[src/rtl/alloc_dispatcher_if.sv]
// Request/alloc/error bundle for the allocation dispatcher.
//   req_valid_in / req_ready_out : per-requester handshake (ready is one-hot or zero)
//   req_id_in / req_bytes_in     : packed per-requester id and byte count
//   alloc_*_dsp_out              : single-cycle alloc pulse into the find table
//   fdt_blocked_in               : blocked flag returned by the find table
//   err_*_out                    : one-cycle error report
//   busy_out                     : dispatcher not idle
// master = requesters + find table side, slave = dispatcher.
interface alloc_dispatcher_if #(
  parameter int unsigned NUM_REQ     = 4,
  parameter int unsigned ID_WIDTH    = 8,
  parameter int unsigned BYTES_WIDTH = 13
);
  logic [NUM_REQ-1:0]             req_valid_in;
  logic [NUM_REQ-1:0]             req_ready_out;
  logic [NUM_REQ*ID_WIDTH-1:0]    req_id_in;
  logic [NUM_REQ*BYTES_WIDTH-1:0] req_bytes_in;
  logic                           alloc_valid_dsp_out;
  logic [ID_WIDTH-1:0]            alloc_id_dsp_out;
  logic [1:0]                     alloc_size_dsp_out;
  logic                           fdt_blocked_in;
  logic                           err_valid_out;
  logic [ID_WIDTH-1:0]            err_id_out;
  logic [1:0]                     err_code_out;
  logic                           busy_out;

  modport master (
    output req_valid_in, req_id_in, req_bytes_in, fdt_blocked_in,
    input  req_ready_out, alloc_valid_dsp_out, alloc_id_dsp_out, alloc_size_dsp_out,
    input  err_valid_out, err_id_out, err_code_out, busy_out
  );

  modport slave (
    input  req_valid_in, req_id_in, req_bytes_in, fdt_blocked_in,
    output req_ready_out, alloc_valid_dsp_out, alloc_id_dsp_out, alloc_size_dsp_out,
    output err_valid_out, err_id_out, err_code_out, busy_out
  );
endinterface

[src/rtl/alloc_dispatcher.sv]
// Allocation-path front end. Round-robin arbitrates NUM_REQ alloc requesters,
// converts the accepted byte count to a size class (0=512,1=1K,2=2K,3=4K),
// issues a single-cycle alloc pulse to the find table, replays blocked allocs
// after RETRY_GAP idle cycles up to MAX_RETRY times, and reports malformed
// (code 1) or retry-exhausted (code 2) requests on the error channel.
// Ports:
//   clk   : clock
//   rst_n : asynchronous active-low reset
//   bus   : alloc_dispatcher_if.slave (request, alloc, blocked, error, busy)
// All outputs except req_ready_out are registered; ready is combinational and
// forced low while reset is asserted.
module alloc_dispatcher #(
  parameter int unsigned NUM_REQ     = 4,
  parameter int unsigned ID_WIDTH    = 8,
  parameter int unsigned BYTES_WIDTH = 13,
  parameter int unsigned RETRY_GAP   = 3,
  parameter int unsigned MAX_RETRY   = 15
) (
  input  logic              clk,
  input  logic              rst_n,
  alloc_dispatcher_if.slave bus
);

  localparam int unsigned PTR_W = (NUM_REQ > 1) ? $clog2(NUM_REQ) : 1;
  localparam int unsigned CNT_W = 4;

  typedef enum logic [2:0] {
    IDLE,
    ISSUE,
    CHECK,
    BACKOFF,
    ERR
  } state_t;

  state_t                 state_q, state_d;
  logic [PTR_W-1:0]       rr_q, rr_d;
  logic [CNT_W-1:0]       retry_q, retry_d;
  logic [CNT_W-1:0]       gap_q, gap_d;
  logic [ID_WIDTH-1:0]    cap_id_q, cap_id_d;
  logic [BYTES_WIDTH-1:0] cap_bytes_q, cap_bytes_d;

  logic                   alloc_valid_q, alloc_valid_d;
  logic [ID_WIDTH-1:0]    alloc_id_q, alloc_id_d;
  logic [1:0]             alloc_size_q, alloc_size_d;
  logic                   err_valid_q, err_valid_d;
  logic [ID_WIDTH-1:0]    err_id_q, err_id_d;
  logic [1:0]             err_code_q, err_code_d;
  logic                   busy_q, busy_d;

  logic [NUM_REQ-1:0]     ready;
  logic                   gnt_found;
  logic [PTR_W-1:0]       gnt_idx;

  logic [ID_WIDTH-1:0]    req_id    [NUM_REQ];
  logic [BYTES_WIDTH-1:0] req_bytes [NUM_REQ];

  for (genvar g = 0; g < NUM_REQ; g++) begin : g_unpack
    assign req_id[g]    = bus.req_id_in[g*ID_WIDTH +: ID_WIDTH];
    assign req_bytes[g] = bus.req_bytes_in[g*BYTES_WIDTH +: BYTES_WIDTH];
  end

  // Full-width compare so out-of-range counts above 4096 are never aliased.
  function automatic logic [1:0] size_class(input logic [BYTES_WIDTH-1:0] b);
    logic [31:0] v;
    v = 32'(b);
    if (v <= 32'd512)       size_class = 2'd0;
    else if (v <= 32'd1024) size_class = 2'd1;
    else if (v <= 32'd2048) size_class = 2'd2;
    else                    size_class = 2'd3;
  endfunction

  function automatic logic bad_size(input logic [BYTES_WIDTH-1:0] b);
    logic [31:0] v;
    v = 32'(b);
    bad_size = (v == 32'd0) || (v > 32'd4096);
  endfunction

  // First valid requester at or above the rr pointer, wrapping.
  always_comb begin : p_grant
    int unsigned idx;
    idx       = 0;
    gnt_found = 1'b0;
    gnt_idx   = '0;
    for (int unsigned i = 0; i < NUM_REQ; i++) begin
      idx = 32'(rr_q) + i;
      if (idx >= NUM_REQ) idx = idx - NUM_REQ;
      if (!gnt_found && bus.req_valid_in[PTR_W'(idx)]) begin
        gnt_found = 1'b1;
        gnt_idx   = PTR_W'(idx);
      end
    end
  end

  // Outputs are registered by computing their next value from state_d, so the
  // alloc pulse lines up with the ISSUE cycle and the error pulse with ERR.
  always_comb begin : p_next
    state_d     = state_q;
    rr_d        = rr_q;
    retry_d     = retry_q;
    gap_d       = gap_q;
    cap_id_d    = cap_id_q;
    cap_bytes_d = cap_bytes_q;
    ready       = '0;
    err_valid_d = 1'b0;
    err_id_d    = '0;
    err_code_d  = '0;

    unique case (state_q)
      IDLE: begin
        if (gnt_found) begin
          ready       = NUM_REQ'(1) << gnt_idx;
          cap_id_d    = req_id[gnt_idx];
          cap_bytes_d = req_bytes[gnt_idx];
          rr_d        = (gnt_idx == PTR_W'(NUM_REQ - 1)) ? '0 : gnt_idx + PTR_W'(1);
          if (bad_size(req_bytes[gnt_idx])) begin
            state_d     = ERR;
            err_valid_d = 1'b1;
            err_id_d    = req_id[gnt_idx];
            err_code_d  = 2'd1;
          end else begin
            state_d = ISSUE;
          end
        end
      end
      ISSUE: state_d = CHECK;
      CHECK: begin
        if (!bus.fdt_blocked_in) begin
          retry_d = '0;
          state_d = IDLE;
        end else if (retry_q < CNT_W'(MAX_RETRY)) begin
          retry_d = retry_q + CNT_W'(1);
          gap_d   = CNT_W'(RETRY_GAP);
          state_d = BACKOFF;
        end else begin
          state_d     = ERR;
          err_valid_d = 1'b1;
          err_id_d    = cap_id_q;
          err_code_d  = 2'd2;
        end
      end
      BACKOFF: begin
        gap_d = gap_q - CNT_W'(1);
        if (gap_q <= CNT_W'(1)) state_d = ISSUE;
      end
      ERR: begin
        retry_d = '0;
        state_d = IDLE;
      end
      default: state_d = IDLE;
    endcase

    alloc_valid_d = (state_d == ISSUE);
    alloc_id_d    = alloc_valid_d ? cap_id_d : '0;
    alloc_size_d  = alloc_valid_d ? size_class(cap_bytes_d) : '0;
    busy_d        = (state_d != IDLE);
  end

  always_ff @(posedge clk or negedge rst_n) begin
    if (!rst_n) begin
      state_q       <= IDLE;
      rr_q          <= '0;
      retry_q       <= '0;
      gap_q         <= '0;
      cap_id_q      <= '0;
      cap_bytes_q   <= '0;
      alloc_valid_q <= 1'b0;
      alloc_id_q    <= '0;
      alloc_size_q  <= '0;
      err_valid_q   <= 1'b0;
      err_id_q      <= '0;
      err_code_q    <= '0;
      busy_q        <= 1'b0;
    end else begin
      state_q       <= state_d;
      rr_q          <= rr_d;
      retry_q       <= retry_d;
      gap_q         <= gap_d;
      cap_id_q      <= cap_id_d;
      cap_bytes_q   <= cap_bytes_d;
      alloc_valid_q <= alloc_valid_d;
      alloc_id_q    <= alloc_id_d;
      alloc_size_q  <= alloc_size_d;
      err_valid_q   <= err_valid_d;
      err_id_q      <= err_id_d;
      err_code_q    <= err_code_d;
      busy_q        <= busy_d;
    end
  end

  assign bus.req_ready_out       = rst_n ? ready : '0;
  assign bus.alloc_valid_dsp_out = alloc_valid_q;
  assign bus.alloc_id_dsp_out    = alloc_id_q;
  assign bus.alloc_size_dsp_out  = alloc_size_q;
  assign bus.err_valid_out       = err_valid_q;
  assign bus.err_id_out          = err_id_q;
  assign bus.err_code_out        = err_code_q;
  assign bus.busy_out            = busy_q;

  a_alloc_err_excl: assert property (@(posedge clk) disable iff (!rst_n)
    !(alloc_valid_q && err_valid_q));
  a_ready_onehot0: assert property (@(posedge clk) disable iff (!rst_n)
    $onehot0(bus.req_ready_out));
  a_ready_idle_only: assert property (@(posedge clk) disable iff (!rst_n)
    (state_q != IDLE) |-> (bus.req_ready_out == '0));

endmodule

[src/flat_wrapper.sv]
// flat-port wrapper written by rule: the top's interface ports become plain ports
module alloc_dispatcher_flat 
#(
  parameter int unsigned NUM_REQ     = 4,
  parameter int unsigned ID_WIDTH    = 8,
  parameter int unsigned BYTES_WIDTH = 13,
  parameter int unsigned RETRY_GAP   = 3,
  parameter int unsigned MAX_RETRY   = 15
)
  (clk, rst_n, bus_req_valid_in, bus_req_id_in, bus_req_bytes_in, bus_fdt_blocked_in, bus_req_ready_out, bus_alloc_valid_dsp_out, bus_alloc_id_dsp_out, bus_alloc_size_dsp_out, bus_err_valid_out, bus_err_id_out, bus_err_code_out, bus_busy_out);
  alloc_dispatcher_if #(.NUM_REQ(NUM_REQ), .ID_WIDTH(ID_WIDTH), .BYTES_WIDTH(BYTES_WIDTH)) bus_i ();
  input  logic clk;
  input  logic rst_n;
  input wire logic [$bits(bus_i.req_valid_in)-1:0] bus_req_valid_in;
  input wire logic [$bits(bus_i.req_id_in)-1:0] bus_req_id_in;
  input wire logic [$bits(bus_i.req_bytes_in)-1:0] bus_req_bytes_in;
  input wire logic [$bits(bus_i.fdt_blocked_in)-1:0] bus_fdt_blocked_in;
  output wire logic [$bits(bus_i.req_ready_out)-1:0] bus_req_ready_out;
  output wire logic [$bits(bus_i.alloc_valid_dsp_out)-1:0] bus_alloc_valid_dsp_out;
  output wire logic [$bits(bus_i.alloc_id_dsp_out)-1:0] bus_alloc_id_dsp_out;
  output wire logic [$bits(bus_i.alloc_size_dsp_out)-1:0] bus_alloc_size_dsp_out;
  output wire logic [$bits(bus_i.err_valid_out)-1:0] bus_err_valid_out;
  output wire logic [$bits(bus_i.err_id_out)-1:0] bus_err_id_out;
  output wire logic [$bits(bus_i.err_code_out)-1:0] bus_err_code_out;
  output wire logic [$bits(bus_i.busy_out)-1:0] bus_busy_out;
  assign bus_i.req_valid_in = bus_req_valid_in;
  assign bus_i.req_id_in = bus_req_id_in;
  assign bus_i.req_bytes_in = bus_req_bytes_in;
  assign bus_i.fdt_blocked_in = bus_fdt_blocked_in;
  assign bus_req_ready_out = bus_i.req_ready_out;
  assign bus_alloc_valid_dsp_out = bus_i.alloc_valid_dsp_out;
  assign bus_alloc_id_dsp_out = bus_i.alloc_id_dsp_out;
  assign bus_alloc_size_dsp_out = bus_i.alloc_size_dsp_out;
  assign bus_err_valid_out = bus_i.err_valid_out;
  assign bus_err_id_out = bus_i.err_id_out;
  assign bus_err_code_out = bus_i.err_code_out;
  assign bus_busy_out = bus_i.busy_out;
  alloc_dispatcher #(.NUM_REQ(NUM_REQ), .ID_WIDTH(ID_WIDTH), .BYTES_WIDTH(BYTES_WIDTH), .RETRY_GAP(RETRY_GAP), .MAX_RETRY(MAX_RETRY)) u_core (.clk(clk), .rst_n(rst_n), .bus(bus_i));
endmodule
[config.mk]
export PLATFORM = sky130hd
export DESIGN_NAME = alloc_dispatcher_flat
export DESIGN_NICKNAME = d
export VERILOG_FILES = /design/src/rtl/alloc_dispatcher_if.sv /design/src/rtl/alloc_dispatcher.sv /design/src/flat_wrapper.sv
export SDC_FILE = /design/constraint.sdc
export NUM_CORES = 1
export LEC_CHECK = 0
export ABC_AREA = 1
export CORE_ASPECT_RATIO = 1.75
export CORE_UTILIZATION = 52
export DETAILED_ROUTE_END_ITERATION = 7
export MAX_ROUTING_LAYER = met4
export PLACE_DENSITY = 0.87
export RECOVER_POWER = 100
export SLEW_MARGIN = 10
export SYNTH_ARGS = -nofsm -noshare
export SYNTH_HDL_FRONTEND = slang
export SYNTH_SLANG_ARGS = --single-unit
[constraint.sdc]
create_clock -name clk -period 7.1 [get_ports clk]
set_input_delay 1.42 -clock clk [delete_from_list [all_inputs] [get_ports clk]]
set_output_delay 1.42 -clock clk [all_outputs]
set_load 0.05 [all_outputs]
==> Yosys cells after proc, flatten, opt, wreduce, memory -nomap -nowiden <==
Index checks and enable logic that the tools add are counted.
Widths: inputs -> output; s select.
{ "word_totals": {"register_bits": 57, "elab_cells": 130, "out_inout_bits": 27, "inputBits": 91} }
{ "classes": {"mux": 66, "shift": 1, "order_cmp": 15, "n_eq_ne": 9, "add_sub_neg": 10, "n_reduce_logical": 15, "bitwise": 1} }
{ "ops": {"columns": ["cell", "n"], "rows": [
  ["$mux 8", 9],
  ["$mux 13", 4],
  ["$mux 2", 15],
  ["$mux 4", 7],
  ["$bmux 13 s2", 1],
  ["$bmux 8 s2", 1],
  ["$pmux 4 s2", 2],
  ["$pmux 8 s2", 1],
  ["$mux 3", 5],
  ["$mux 1", 14],
  ["$gt 13x13->1 const B", 1],
  ["$le 13x10->1 const B", 1],
  ["$le 13x11->1 const B", 1],
  ["$le 13x12->1 const B", 1],
  ["$logic_not 13->1", 1],
  ["$ge 3x3->1 const B", 4],
  ["$lt 2x3->1 const B", 4],
  ["$pmux 3 s4", 1],
  ["$bmux 1 s2", 4],
  ["$sub 2x1->2 const B", 4],
  ["$add 2x2->3 const B", 2],
  ["$eq 3x1->1 const B", 2],
  ["$eq 3x2->1 const B", 2],
  ["$add 4x1->4 const B", 1],
  ["other kinds (23)", 29]
]} }

==> Depth between registers and ports, before layout <==
Gate-level depths: netlist (run 1).
{ "logic_depth": {"word_depth": 25, "depth_mapped": 24} }

==> Worst setup path before layout (run 1) <==
No wires, ideal clock.
{ "synth_timing": {"path_type": "in2out", "startpoint": "in bus_req_valid_in[2]", "endpoint": "out bus_req_ready_out[0]", "slack_ps": 2289, "path_stages": 13, "arrival_time_ps": 3391, "n_path_buf": 3, "path_cell_list": "inv_1 nand2_1 nand3_1 nand2_1 inv_1 nand3_4 nand2_1 inv_2 buf_2 buf_2 buf_2 nand2_1 nor2_1"} }
{ "synth_between": {"elab_chain_cells": 16, "word_cells_on_any_way": 26, "cone_classes": "shift (1); mux (19); reduce/logical (6)"} }
{ "synth_rtl": {"columns": ["item", "line_no", "source"], "rows": [
  ["from (decl)", "flat_wrapper.sv:14", "input wire logic [$bits(bus_i.req_valid_in)-1:0] bus_req_valid_in;"],
  ["$bmux 1 s2", "alloc_dispatcher.sv:87", "if (!gnt_found && bus.req_valid_in[PTR_W'(idx)]) begin"],
  ["$mux 1 (implied by the code)", "alloc_dispatcher.sv:87", null],
  ["$mux 1", "alloc_dispatcher.sv:87", null],
  ["$logic_not 1->1", "alloc_dispatcher.sv:87", null],
  ["$logic_and 1x1->1", "alloc_dispatcher.sv:87", null],
  ["$mux 1", "alloc_dispatcher.sv:87", null],
  ["$logic_not 1->1", "alloc_dispatcher.sv:87", null],
  ["$logic_and 1x1->1", "alloc_dispatcher.sv:87", null],
  ["$mux 1", "alloc_dispatcher.sv:87", null],
  ["$logic_not 1->1", "alloc_dispatcher.sv:87", null],
  ["$logic_and 1x1->1", "alloc_dispatcher.sv:87", null],
  ["$mux 2", "alloc_dispatcher.sv:87", null],
  ["$shl 1x2->4", "alloc_dispatcher.sv:111", "ready = NUM_REQ'(1) << gnt_idx;"],
  ["$mux 4 (*)", "alloc_dispatcher.sv:110", "if (gnt_found) begin"],
  ["$mux 4 (*)", "alloc_dispatcher.sv:108", "unique case (state_q)"],
  ["$mux 4 (*)", "alloc_dispatcher.sv:190", "assign bus.req_ready_out = rst_n ? ready : '0;"],
  ["to (decl)", "flat_wrapper.sv:18", "output wire logic [$bits(bus_i.req_ready_out)-1:0] bus_req_ready_out;"]
]} }
Every way passes the cells marked *; elsewhere a longest branch is shown, timed or not. The select of a mux whose other input is x is not followed.

==> Worst setup path after layout (run 1) <==
{ "layout_timing": {"startpoint": "in bus_req_valid_in[3]", "endpoint": "out bus_req_ready_out[3]"} }
Same word-level chain as after synthesis.

==> impl_table.tex, run 1 <==
\begin{tabular}{lr}
\hline
Metric & Value \\
\hline
\multicolumn{2}{l}{\textbf{Run}} \\
Max-cap violations & 0 \\
\multicolumn{2}{l}{\textbf{Clock network}} \\
Number of buffers created by CTS & 9 \\
Hold buffer count at CTS & 0 \\
Clock root buffer & sky130\_fd\_sc\_hd\_\_clkbuf\_16 \\
Sink Count & 57 \\
Post-CTS resize count & 0 \\
Clock tree from TritonCTS & done \\
Clock latency on the worst-skew pair & 0.32 ns \\
Worst-case clock buffer depth & 2 \\
H-tree depth & 3 \\
Clock transition at path regs & $\sim$0.050 ns \\
Post-CTS setup repair buffer count & 0 \\
\multicolumn{2}{l}{\textbf{Logic synthesis}} \\
Sequential fraction of the synthesis area & 0.364 \\
Leading post-synthesis cells by cell area & sky130\_fd\_sc\_hd\_\_dfrtp\_1 (36\%), sky130\_fd\_sc\_hd\_\_nand2\_1 (15\%), sky130\_fd\_sc\_hd\_\_nand3\_1 (9.8\%) \\
Area fraction of the dominant cell type after synthesis & 0.364 \\
Number of flops mapped to enable cells by yosys & 0 \\
Async set-reset flop share out of synthesis & 1.00 \\
Unique cell type count in the Yosys netlist & 39 \\
Syn Nets & $\sim$660 \\
Mean instance size in the synthesized netlist & slightly above 7 um\^{}2 \\
Syn. warnings & 0 \\
Area of the mapped netlist & approximately 3900 um\^{}2 \\
Top FF cell, synth & sky130\_fd\_sc\_hd\_\_dfrtp\_1 \\
Library cell occupying the most area in the post-synthesis netlist & sky130\_fd\_sc\_hd\_\_dfrtp\_1 \\
Flop and latch count out of synthesis & 57 \\
Syn Inst Count & 557 \\
\multicolumn{2}{l}{\textbf{Critical path}} \\
CP Data Required Time & 5.68 ns \\
Crit start category & input port \\
Crit path arrival time & 4.99 ns \\
Cell with the largest stage delay on the worst path & sky130\_fd\_sc\_hd\_\_dlygate4sd3\_1 \\
Critical path buffer and inverter count & 6 \\
Largest delay contributor family on the critical path & buffers and inverters \\
Cell repeated most along the worst path & sky130\_fd\_sc\_hd\_\_inv\_1 \\
Type of the setup path with the least slack & in -> out \\
Maximum fanout along the worst path & 32 \\
Longest individual stage delay on the worst path & 0.90 ns \\
Chain of cells forming the critical path & clkdlybuf4s50\_1 > inv\_1 > nand2\_1 > nand3\_1 > nand2\_1 > inv\_1 > nand3\_4 > nand3\_1 > inv\_2 > ha\_1 > inv\_1 > nor2\_1 > dlygate4sd3\_1 \\
R2R setup slack & 2.31 ns \\
Crit end category & output pin \\
\multicolumn{2}{l}{\textbf{Layout}} \\
Area growth syn-to-layout & 34.5\% \\
Fraction of layout instances using a drive strength above 1 & 0.0882 \\
Layout filler cell count & about 600 \\
Number of nets at the end of the flow & between 700 and 800 \\
Antenna diode instance count & 0 \\
Most common cell after layout, fill and taps aside & sky130\_fd\_sc\_hd\_\_nand2\_1 \\
Most used cells in the layout excluding fill and tap cells & sky130\_fd\_sc\_hd\_\_nand2\_1 (159), sky130\_fd\_sc\_hd\_\_clkdlybuf4s50\_1 (88), sky130\_fd\_sc\_hd\_\_nand3\_1 (80) \\
\multicolumn{2}{l}{\textbf{Routing}} \\
Residual antenna-violating net count after detailed routing & 0 \\
Drt drc & 0 \\
Number of vias per cell after detailed routing & between 5 and 6 \\
Drt pass-1 iters & 5 \\
DRT iter0 DRCs & between 200 and 250 \\
Average routed wire per standard cell & 13.7 um \\
Final Routed Wirelength & 10400 um \\
Via count & 4020 \\
\multicolumn{2}{l}{\textbf{Placed design}} \\
Buffers on Ports & 117 \\
GPL Wtd Cong & 0.932 \\
Estimated wirelength of the detail-placed design & 7700 um \\
\multicolumn{2}{l}{\textbf{Global routing}} \\
Number of global-route vias before repair & 3923 \\
Antenna violations before repair & 0 \\
Met1 GRT Util & 0.273 \\
Largest net degree at the start of global routing & 59 \\
Wire length of the first global-routing pass & 16500 um \\
GR Util All Layers & 0.283 \\
Global route hottest layer & met2 \\
Total global routing overflow & 0 \\
Met3 usage in global routing & 0.0310 \\
Met2 demand-to-capacity share in global routing & 0.531 \\
\multicolumn{2}{l}{\textbf{STA}} \\
Minimum period implied by the final worst setup slack & 6.41 ns \\
Number of failing hold endpoints at the final stage & 0 \\
Final slew viol count & 0 \\
Unrepaired setup endpoints after global routing & no \\
Final worst-path cycle share & 0.903 \\
Slew margin rel. & 0.225 \\
Total negative slack & 0 ns \\
Layout Skew & 0.00442 ns \\
Final count of negative-setup-slack endpoints & 0 \\
Transition time of the tightest slew-check pin & 1.16 ns \\
Maximum achievable frequency & 156 MHz \\
\multicolumn{2}{l}{\textbf{Floorplan}} \\
I/O Pins & 118 \\
Die ar. & 7900 um\^{}2 \\
Vertical extent of the die & between 100 and 150 um \\
Core box area & between 7000 and 8000 um\^{}2 \\
Std-Cell Rows & 41 \\
Die width & about 68 um \\
Starting density of the core & 0.542 \\
\multicolumn{2}{l}{\textbf{Hold path}} \\
Path type of the worst min-delay path & reg -> reg \\
\multicolumn{2}{l}{\textbf{Run status}} \\
Outcome & finished clean \\
\hline
\end{tabular}
[sequential cells by signal (all words and copies together) (netlist names)]
name and count:
u_core.gap_q 4, u_core.bus.err_id_out 8, u_core.retry_q 4, u_core.bus.alloc_id_dsp_out 8, u_core.bus.err_code_out 2, u_core.bus.alloc_size_dsp_out 2
u_core.state_q 3, u_core.bus.err_valid_out 1, u_core.rr_q 2, u_core.cap_bytes_q 13, u_core.bus.alloc_valid_dsp_out 1, u_core.bus.busy_out 1
u_core.cap_id_q 8
[worst reg2reg max path, stage by stage, from the launching register on]
cell                       delay [ns]
sky130_fd_sc_hd__dfrtp_1         0.53
sky130_fd_sc_hd__inv_2           0.24
sky130_fd_sc_hd__nand2_1         0.13
sky130_fd_sc_hd__nand3_1         0.12
sky130_fd_sc_hd__nand2_1         0.09
sky130_fd_sc_hd__inv_1           0.16
sky130_fd_sc_hd__nand3_4         0.31
sky130_fd_sc_hd__nand3_1         0.68
sky130_fd_sc_hd__clkbuf_1        0.92
sky130_fd_sc_hd__nand2_1         0.21
sky130_fd_sc_hd__nand3_2         0.14
sky130_fd_sc_hd__nand2_1         0.10
sky130_fd_sc_hd__nand2_1         0.08
sky130_fd_sc_hd__nor2_1          0.04
sky130_fd_sc_hd__nand3_1         0.08
sky130_fd_sc_hd__nand2_1         0.08
sky130_fd_sc_hd__nand3_1         0.11
sky130_fd_sc_hd__nand2_4         0.07
sky130_fd_sc_hd__nand2_1         0.41
sky130_fd_sc_hd__clkinv_1        0.14
[cells in the mapped netlist, types with 2 or more instances]
master                       n
sky130_fd_sc_hd__nand2_2    11
sky130_fd_sc_hd__nor2_2     12
sky130_fd_sc_hd__nand3_1    77
sky130_fd_sc_hd__o21bai_1    2
sky130_fd_sc_hd__o22ai_1    12
sky130_fd_sc_hd__buf_6       3
sky130_fd_sc_hd__or2_2       4
sky130_fd_sc_hd__a21oi_1     8
sky130_fd_sc_hd__nand2_4     7
sky130_fd_sc_hd__nand3_4     2
sky130_fd_sc_hd__nor2_1     44
sky130_fd_sc_hd__buf_4       6
sky130_fd_sc_hd__nor3_1      9
sky130_fd_sc_hd__or2_0       2
sky130_fd_sc_hd__nand3_2     7
sky130_fd_sc_hd__ha_1        7
sky130_fd_sc_hd__inv_2       9
sky130_fd_sc_hd__nor2_8      2
sky130_fd_sc_hd__inv_1      62
sky130_fd_sc_hd__o21ai_1     5
sky130_fd_sc_hd__buf_2      11
sky130_fd_sc_hd__dfrtp_1    57
sky130_fd_sc_hd__clkbuf_1    2
sky130_fd_sc_hd__or2_1       2
sky130_fd_sc_hd__o21ai_0    25
sky130_fd_sc_hd__nand2_1   156
[worst paths after layout]
check / depth (start not counted) / endpoint / start
hold / removal: 1 / u_core.gap_q[3] / u_core.gap_q[3]
max in group asynchronous: 2 / u_core.gap_q[1] / rst_n
min in group asynchronous: 2 / u_core.bus.alloc_valid_dsp_out / rst_n
setup / recovery: 13 / bus_req_ready_out[3] / bus_req_valid_in[3]
setup reg to reg: 19 / u_core.bus.alloc_valid_dsp_out / u_core.rr_q[0]
hold reg to reg: 1 / u_core.gap_q[3] / u_core.gap_q[3]
[cell families after synthesis]
kind of cell,Yosys count,share of synthesized area
adder cells (fa/ha/maj),7,0.0223
AO/OA/AOI/OAI,58,0.0843
AND/OR/NAND/NOR,339,0.418
buffers and inverters,95,0.109
XOR/XNOR,1,0.00223
flip-flops,57,0.364
[metrics by stage]
stage          utilization  hold slack (ns)  cells  cell area, um^2  setup slack [ns]
2_1_floorplan            -            0.435    557             3920              2.29
3_3_place_gp         0.700            0.451    740             5060              1.28
3_5_place_dp         0.700            0.467    740             5060              1.11
4_1_cts              0.735            0.475    755             5320              1.10
5_1_grt              0.729            0.489    755             5270             0.431
6_report             0.729            0.483    755             5270             0.690
[routing by layer]
layer,routed length (um),vias up,part of all wire
met2,5930,139,0.57
met5,0,-,0
met1,3720,1858,0.36
met3,372,36,0.036
met4,352,0,0.034
li1,-,1987,-
[final cells by class]
class                   instances  area, um^2  area share
repair buffers                120        1180       0.225
flip-flops and latches         57        1430       0.271
multi-input cells             405        2020       0.384
well taps                      86         108      0.0204
clock buffers                  15         258      0.0489
inverters                      72         272      0.0515
Power of run 1 is not shown: default switching activity piles up to over one toggle a cycle in this logic, so the estimate is an artifact.
==> run 2: changes to the inputs <==
Settings changed: CORE_UTILIZATION 52 to 46, PLACE_DENSITY 0.87 to 0.78.
==> impl_table.tex, run 2 (synthesis gave the netlist of run 1 again) <==
\begin{tabular}{lr}
\hline
Metric & Value \\
\hline
\multicolumn{2}{l}{\textbf{Clock network}} \\
Clock tree from TritonCTS & done \\
Number of buffers created by CTS & 9 \\
Post-CTS setup repair buffer count & 0 \\
H-tree depth & 3 \\
Clock transition at path regs & 0.05 ns \\
Post-CTS resize count & 0 \\
Sink Count & 57 \\
Worst-case clock buffer depth & 2 \\
Clock latency on the worst-skew pair & 0.32 ns \\
Clock root buffer & sky130\_fd\_sc\_hd\_\_clkbuf\_16 \\
Hold buffer count at CTS & 0 \\
\multicolumn{2}{l}{\textbf{STA}} \\
Final count of negative-setup-slack endpoints & 0 \\
Final slew viol count & 58 \\
Final worst-path cycle share & 0.891 \\
Maximum achievable frequency & 158 MHz \\
Unrepaired setup endpoints after global routing & no \\
Slew margin rel. & -1.01 \\
Total negative slack & 0 ns \\
Layout Skew & 0.00496 ns \\
Minimum period implied by the final worst setup slack & 6.33 ns \\
Number of failing hold endpoints at the final stage & 0 \\
Transition time of the tightest slew-check pin & 3.01 ns \\
Worst hold slack across all endpoints & 0.470 ns \\
\multicolumn{2}{l}{\textbf{Critical path}} \\
Crit start category & input port \\
CP Data Required Time & 5.68 ns \\
Cell repeated most along the worst path & sky130\_fd\_sc\_hd\_\_inv\_1 \\
R2R setup slack & 2.21 ns \\
Crit end category & output pin \\
Longest individual stage delay on the worst path & approximately 0.8 ns \\
Crit path arrival time & 4.91 ns \\
Critical path buffer and inverter count & 6 \\
Type of the setup path with the least slack & in -> out \\
Cell with the largest stage delay on the worst path & sky130\_fd\_sc\_hd\_\_clkdlybuf4s50\_1 \\
Capture point of the worst reg-to-reg path & u\_core.bus.alloc\_size\_dsp\_out[1] \\
Chain of cells forming the critical path & dlygate4sd3\_1 > inv\_1 > nand2\_1 > nand3\_1 > nand2\_1 > inv\_1 > nand3\_4 > nand3\_1 > inv\_2 > ha\_1 > inv\_1 > nor2\_1 > clkdlybuf4s50\_1 \\
Logic depth of the worst register-to-register path & 19 \\
Maximum fanout along the worst path & 32 \\
Origin of the critical flop-to-flop path & u\_core.rr\_q[0] \\
Largest delay contributor family on the critical path & buffers and inverters \\
\multicolumn{2}{l}{\textbf{Layout}} \\
Design area & 5290 um\^{}2 \\
Number of nets at the end of the flow & 763 \\
Area of combinational cells with multiple inputs & 2020 um\^{}2 \\
Area growth syn-to-layout & 35.0\% \\
FF+latch area & 1430 um\^{}2 \\
Top reg by flops & u\_core.cap\_bytes\_q \\
Fraction of layout instances using a drive strength above 1 & 0.0883 \\
Antenna diode instance count & 0 \\
Largest register FFs & 13 \\
Number of standard cells in the layout, taps in and fillers out & 760 \\
Most common cell after layout, fill and taps aside & sky130\_fd\_sc\_hd\_\_nand2\_1 \\
Most used cells in the layout excluding fill and tap cells & sky130\_fd\_sc\_hd\_\_nand2\_1 (160), sky130\_fd\_sc\_hd\_\_clkdlybuf4s50\_1 (89), sky130\_fd\_sc\_hd\_\_nand3\_1 (79) \\
Layout filler cell count & 737 \\
\multicolumn{2}{l}{\textbf{Floorplan}} \\
Die width & 71.8 um \\
Vertical extent of the die & around 120 um \\
Std-Cell Rows & 44 \\
Starting density of the core & 0.475 \\
Die ar. & 8910 um\^{}2 \\
Core box area & 8260 um\^{}2 \\
I/O Pins & 118 \\
\multicolumn{2}{l}{\textbf{Placed design}} \\
Post-DP Area & 5070 um\^{}2 \\
Estimated wirelength of the detail-placed design & 7730 um \\
GPL Wtd Cong & 0.872 \\
Inst Count DP & 746 \\
Buffers on Ports & around 120 \\
\multicolumn{2}{l}{\textbf{Hold path}} \\
Path type of the worst min-delay path & reg -> reg \\
Destination of the worst hold path & u\_core.gap\_q[3] \\
Worst Hold Launch & u\_core.gap\_q[3] \\
Hold path depth & 1 \\
\multicolumn{2}{l}{\textbf{Global routing}} \\
Total global routing overflow & 0 \\
Number of global-route vias before repair & 3750 \\
Largest net degree at the start of global routing & 58 \\
Antenna violations before repair & 0 \\
Wire length of the first global-routing pass & 16700 um \\
GR Util All Layers & 0.251 \\
\multicolumn{2}{l}{\textbf{Run}} \\
Max-cap violations & 2 \\
\multicolumn{2}{l}{\textbf{Routing}} \\
Drt drc & 0 \\
Number of vias per cell after detailed routing & 5.12 \\
Drt pass-1 iters & 4 \\
Via count & 3893 \\
Average routed wire per standard cell & 13.2 um \\
DRT iter0 DRCs & $\sim$200 \\
Residual antenna-violating net count after detailed routing & 0 \\
Final Routed Wirelength & 10000 um \\
\multicolumn{2}{l}{\textbf{Run status}} \\
Outcome & complete, but fails checks \\
Failing checks & capacitance limit, slew limit \\
\hline
\end{tabular}
## run 2: cell types whose count changed in the layout (fill, tap and decap cells not counted), moves of 2 or more
| cell | before | now |
|---|---|---|
| sky130_fd_sc_hd__clkbuf_1 | 6 | 4 |
| sky130_fd_sc_hd__inv_1 | 63 | 65 |
| sky130_fd_sc_hd__clkinv_2 | 1 | 4 |
| sky130_fd_sc_hd__buf_4 | 2 | 0 |
| sky130_fd_sc_hd__clkinv_1 | 2 | 0 |
## run 2: layout make-up
class | instances | share of cell area
Inverter | 72 | 0.0513
Multi-Input combinational cell | 405 | 0.382
Timing Repair Buffer | 120 | 0.222
Tap cell | 92 | 0.0217
Sequential cell | 57 | 0.270
Clock buffer | 10 | 0.0452
Clock inverter | 4 | 0.00851
## run 2: worst max path at each step
stage | startpoint | endpoint | slack, ns | depth (start not counted)
2_1_floorplan | bus_req_valid_in[2] | bus_req_ready_out[0] | 2.29 | 13
3_3_place_gp | bus_req_valid_in[2] | bus_req_ready_out[1] | 1.28 | 13
3_5_place_dp | bus_req_valid_in[2] | bus_req_ready_out[3] | 1.15 | 13
4_1_cts | bus_req_valid_in[2] | bus_req_ready_out[1] | 1.15 | 13
5_1_grt | bus_req_valid_in[2] | bus_req_ready_out[1] | 0.48 | 13
6_report | bus_req_valid_in[2] | bus_req_ready_out[1] | 0.77 | 13
## run 2: routing by layer
layer  share of wire  vias up  GRT usage
met2            0.54      110      0.436
met5               0        -          -
met1            0.38     1768      0.259
met3           0.032       32     0.0502
li1                -     1983          -
met4           0.045        0      0.148
## run 2: through the flow
stage | util | setup WS (ns)
after global routing | 0.641 | 0.485
after detailed placement | 0.614 | 1.15
after CTS | 0.648 | 1.15
after floorplan | - | 2.29
after global placement | 0.614 | 1.28
final | 0.641 | 0.773
## run 2: worst register-to-register path, stage by stage, from the launching register on
cell and delay, ns:
sky130_fd_sc_hd__dfrtp_1 0.60, sky130_fd_sc_hd__inv_2 0.20, sky130_fd_sc_hd__nand2_1 0.11, sky130_fd_sc_hd__nand2_2 0.08
sky130_fd_sc_hd__o21ai_1 0.28, sky130_fd_sc_hd__nand3_4 0.33, sky130_fd_sc_hd__nand3_1 0.69, sky130_fd_sc_hd__clkbuf_1 0.97
sky130_fd_sc_hd__nand2_1 0.19, sky130_fd_sc_hd__nand3_1 0.15, sky130_fd_sc_hd__nand2_1 0.06, sky130_fd_sc_hd__nand2_1 0.09
sky130_fd_sc_hd__inv_2 0.03, sky130_fd_sc_hd__nand2_1 0.06, sky130_fd_sc_hd__nor2_1 0.06, sky130_fd_sc_hd__nand2_1 0.07
sky130_fd_sc_hd__nand3_1 0.08, sky130_fd_sc_hd__nand2_1 0.18, sky130_fd_sc_hd__nand2_1 0.32, sky130_fd_sc_hd__nor2_1 0.25
Power of run 2 is left out for the same reason.
==> run 3: changes to the inputs <==
Clock period 7.1 ns to 6.3 ns, I/O delays scaled along.
==> impl_table.tex, run 3 (synthesis gave the netlist of run 1 again) <==
\begin{tabular}{lr}
\hline
Metric & Value \\
\hline
\multicolumn{2}{l}{\textbf{Run status}} \\
Outcome & complete, but fails checks \\
Failing checks & capacitance limit, slew limit \\
\multicolumn{2}{l}{\textbf{Layout}} \\
Most used cells in the layout excluding fill and tap cells & sky130\_fd\_sc\_hd\_\_nand2\_1 (161), sky130\_fd\_sc\_hd\_\_clkdlybuf4s50\_1 (87), sky130\_fd\_sc\_hd\_\_nand3\_1 (79) \\
Area growth syn-to-layout & 35.6\% \\
Fraction of layout instances using a drive strength above 1 & 0.0910 \\
Final core utilization & 0.644 \\
Largest register FFs & 13 \\
Most common cell after layout, fill and taps aside & sky130\_fd\_sc\_hd\_\_nand2\_1 \\
Number of standard cells in the layout, taps in and fillers out & roughly 760 \\
Top reg by flops & u\_core.cap\_bytes\_q \\
Antenna diode instance count & 0 \\
Number of nets at the end of the flow & $\sim$760 \\
\multicolumn{2}{l}{\textbf{Critical path}} \\
Maximum fanout along the worst path & 48 \\
Crit path arrival time & between 4 and 5 ns \\
Longest individual stage delay on the worst path & 0.55 ns \\
Crit end category & output pin \\
Type of the setup path with the least slack & in -> out \\
Cell repeated most along the worst path & sky130\_fd\_sc\_hd\_\_inv\_1 \\
CP Data Required Time & 5.04 ns \\
Cell with the largest stage delay on the worst path & sky130\_fd\_sc\_hd\_\_dlygate4sd3\_1 \\
Crit start category & input port \\
Chain of cells forming the critical path & dlygate4sd3\_1 > inv\_1 > nand2\_1 > nand3\_1 > nand2\_1 > inv\_1 > nand3\_4 > nand3\_1 > buf\_4 > inv\_1 > ha\_1 > inv\_1 > nor2\_1 > clkbuf\_1 \\
\multicolumn{2}{l}{\textbf{Run}} \\
Max-cap violations & 2 \\
\multicolumn{2}{l}{\textbf{Global routing}} \\
Largest net degree at the start of global routing & 58 \\
GR Util All Layers & 0.241 \\
Total global routing overflow & 0 \\
Antenna violations before repair & 0 \\
Number of global-route vias before repair & 3710 \\
Wire length of the first global-routing pass & 16200 um \\
\multicolumn{2}{l}{\textbf{STA}} \\
Final count of negative-setup-slack endpoints & 0 \\
Total negative slack & 0 ns \\
Unrepaired setup endpoints after global routing & no \\
Worst hold slack across all endpoints & 0.465 ns \\
Final slew viol count & 98 \\
Final worst-path cycle share & 0.894 \\
Number of failing hold endpoints at the final stage & 0 \\
Slew margin rel. & -0.948 \\
Minimum period implied by the final worst setup slack & 5.63 ns \\
Maximum achievable frequency & 177 MHz \\
Layout Skew & 0.00927 ns \\
Transition time of the tightest slew-check pin & 2.92 ns \\
\multicolumn{2}{l}{\textbf{Routing}} \\
Average routed wire per standard cell & 13.1 um \\
Number of vias per cell after detailed routing & 5.15 \\
Drt pass-1 iters & 5 \\
Drt drc & 0 \\
Via count & 3928 \\
Final Routed Wirelength & 9980 um \\
DRT iter0 DRCs & about 110 \\
Residual antenna-violating net count after detailed routing & 0 \\
\multicolumn{2}{l}{\textbf{Clock network}} \\
Clock latency on the worst-skew pair & 0.32 ns \\
Sink Count & 57 \\
Clock transition at path regs & 0.04 ns \\
Number of buffers created by CTS & 9 \\
Clock root buffer & sky130\_fd\_sc\_hd\_\_clkbuf\_16 \\
Clock tree from TritonCTS & done \\
Post-CTS resize count & 0 \\
Worst-case clock buffer depth & 2 \\
Post-CTS setup repair buffer count & 0 \\
H-tree depth & 3 \\
Hold buffer count at CTS & 0 \\
\multicolumn{2}{l}{\textbf{Floorplan}} \\
Core box area & roughly 8300 um\^{}2 \\
I/O Pins & 118 \\
Die ar. & $\sim$8900 um\^{}2 \\
Die width & 71.8 um \\
Starting density of the core & 0.475 \\
Std-Cell Rows & 44 \\
Vertical extent of the die & 124 um \\
\multicolumn{2}{l}{\textbf{Hold path}} \\
Path type of the worst min-delay path & reg -> reg \\
\multicolumn{2}{l}{\textbf{Placed design}} \\
GPL Wtd Cong & 0.835 \\
Estimated wirelength of the detail-placed design & 7820 um \\
Buffers on Ports & 117 \\
Inst Count DP & 746 \\
\hline
\end{tabular}
run 3: changes by cell type in the layout (fill, tap and decap cells not counted), sizes merged:
cell,delta
clkbuf,+4
buf,+2
clkdlybuf4s50,-2
clkinv,-2
run 3: path summary, 6_finish.rpt:
check	startpoint	to	slack [ns]	cells past startpoint
worst max-delay path	bus_req_valid_in[3]	bus_req_ready_out[3]	0.67	14
worst min-delay path	u_core.gap_q[3]	u_core.gap_q[3]	0.46	1
worst max register to register	u_core.rr_q[0]	u_core.bus.alloc_size_dsp_out[0]	1.97	19
worst min register to register	u_core.gap_q[3]	u_core.gap_q[3]	0.46	1
max in group asynchronous	rst_n	u_core.gap_q[0]	2.55	2
min in group asynchronous	rst_n	u_core.bus.alloc_valid_dsp_out	2.08	2
run 3: area by class of cell:
type                            count  area (um^2)
Clock buffer                       14          274
Clock inverter                      2         35.0
Fill cell                         764         2940
Inverter                           72          272
Multi-Input combinational cell    405         2020
Sequential cell                    57         1430
Tap cell                           92          115
Timing Repair Buffer              120         1170
run 3: through the flow:
stage | cell area, um^2 | setup WS, ns
2_1_floorplan | 3920 | 1.81
3_3_place_gp | 5060 | 1.08
3_5_place_dp | 5060 | 0.971
4_1_cts | 5370 | 0.971
5_1_grt | 5320 | 0.397
6_report | 5320 | 0.666
run 3: critical path: cells and delay by family:
family / cells / cell delay [ns]
adder cells (fa/ha/maj): 1 / 0.29
buffers and inverters: 7 / 1.88
AND/OR/NAND/NOR: 6 / 0.93
run 3: routing by layer:
layer / vias to the layer above / share of wire / track usage
li1: 1988 / - / -
met1: 1790 / 0.38 / 0.245
met2: 126 / 0.57 / 0.446
met3: 24 / 0.032 / 0.0396
met4: 0 / 0.024 / 0.110
met5: - / 0 / -
Power of run 3 is left out for the same reason.
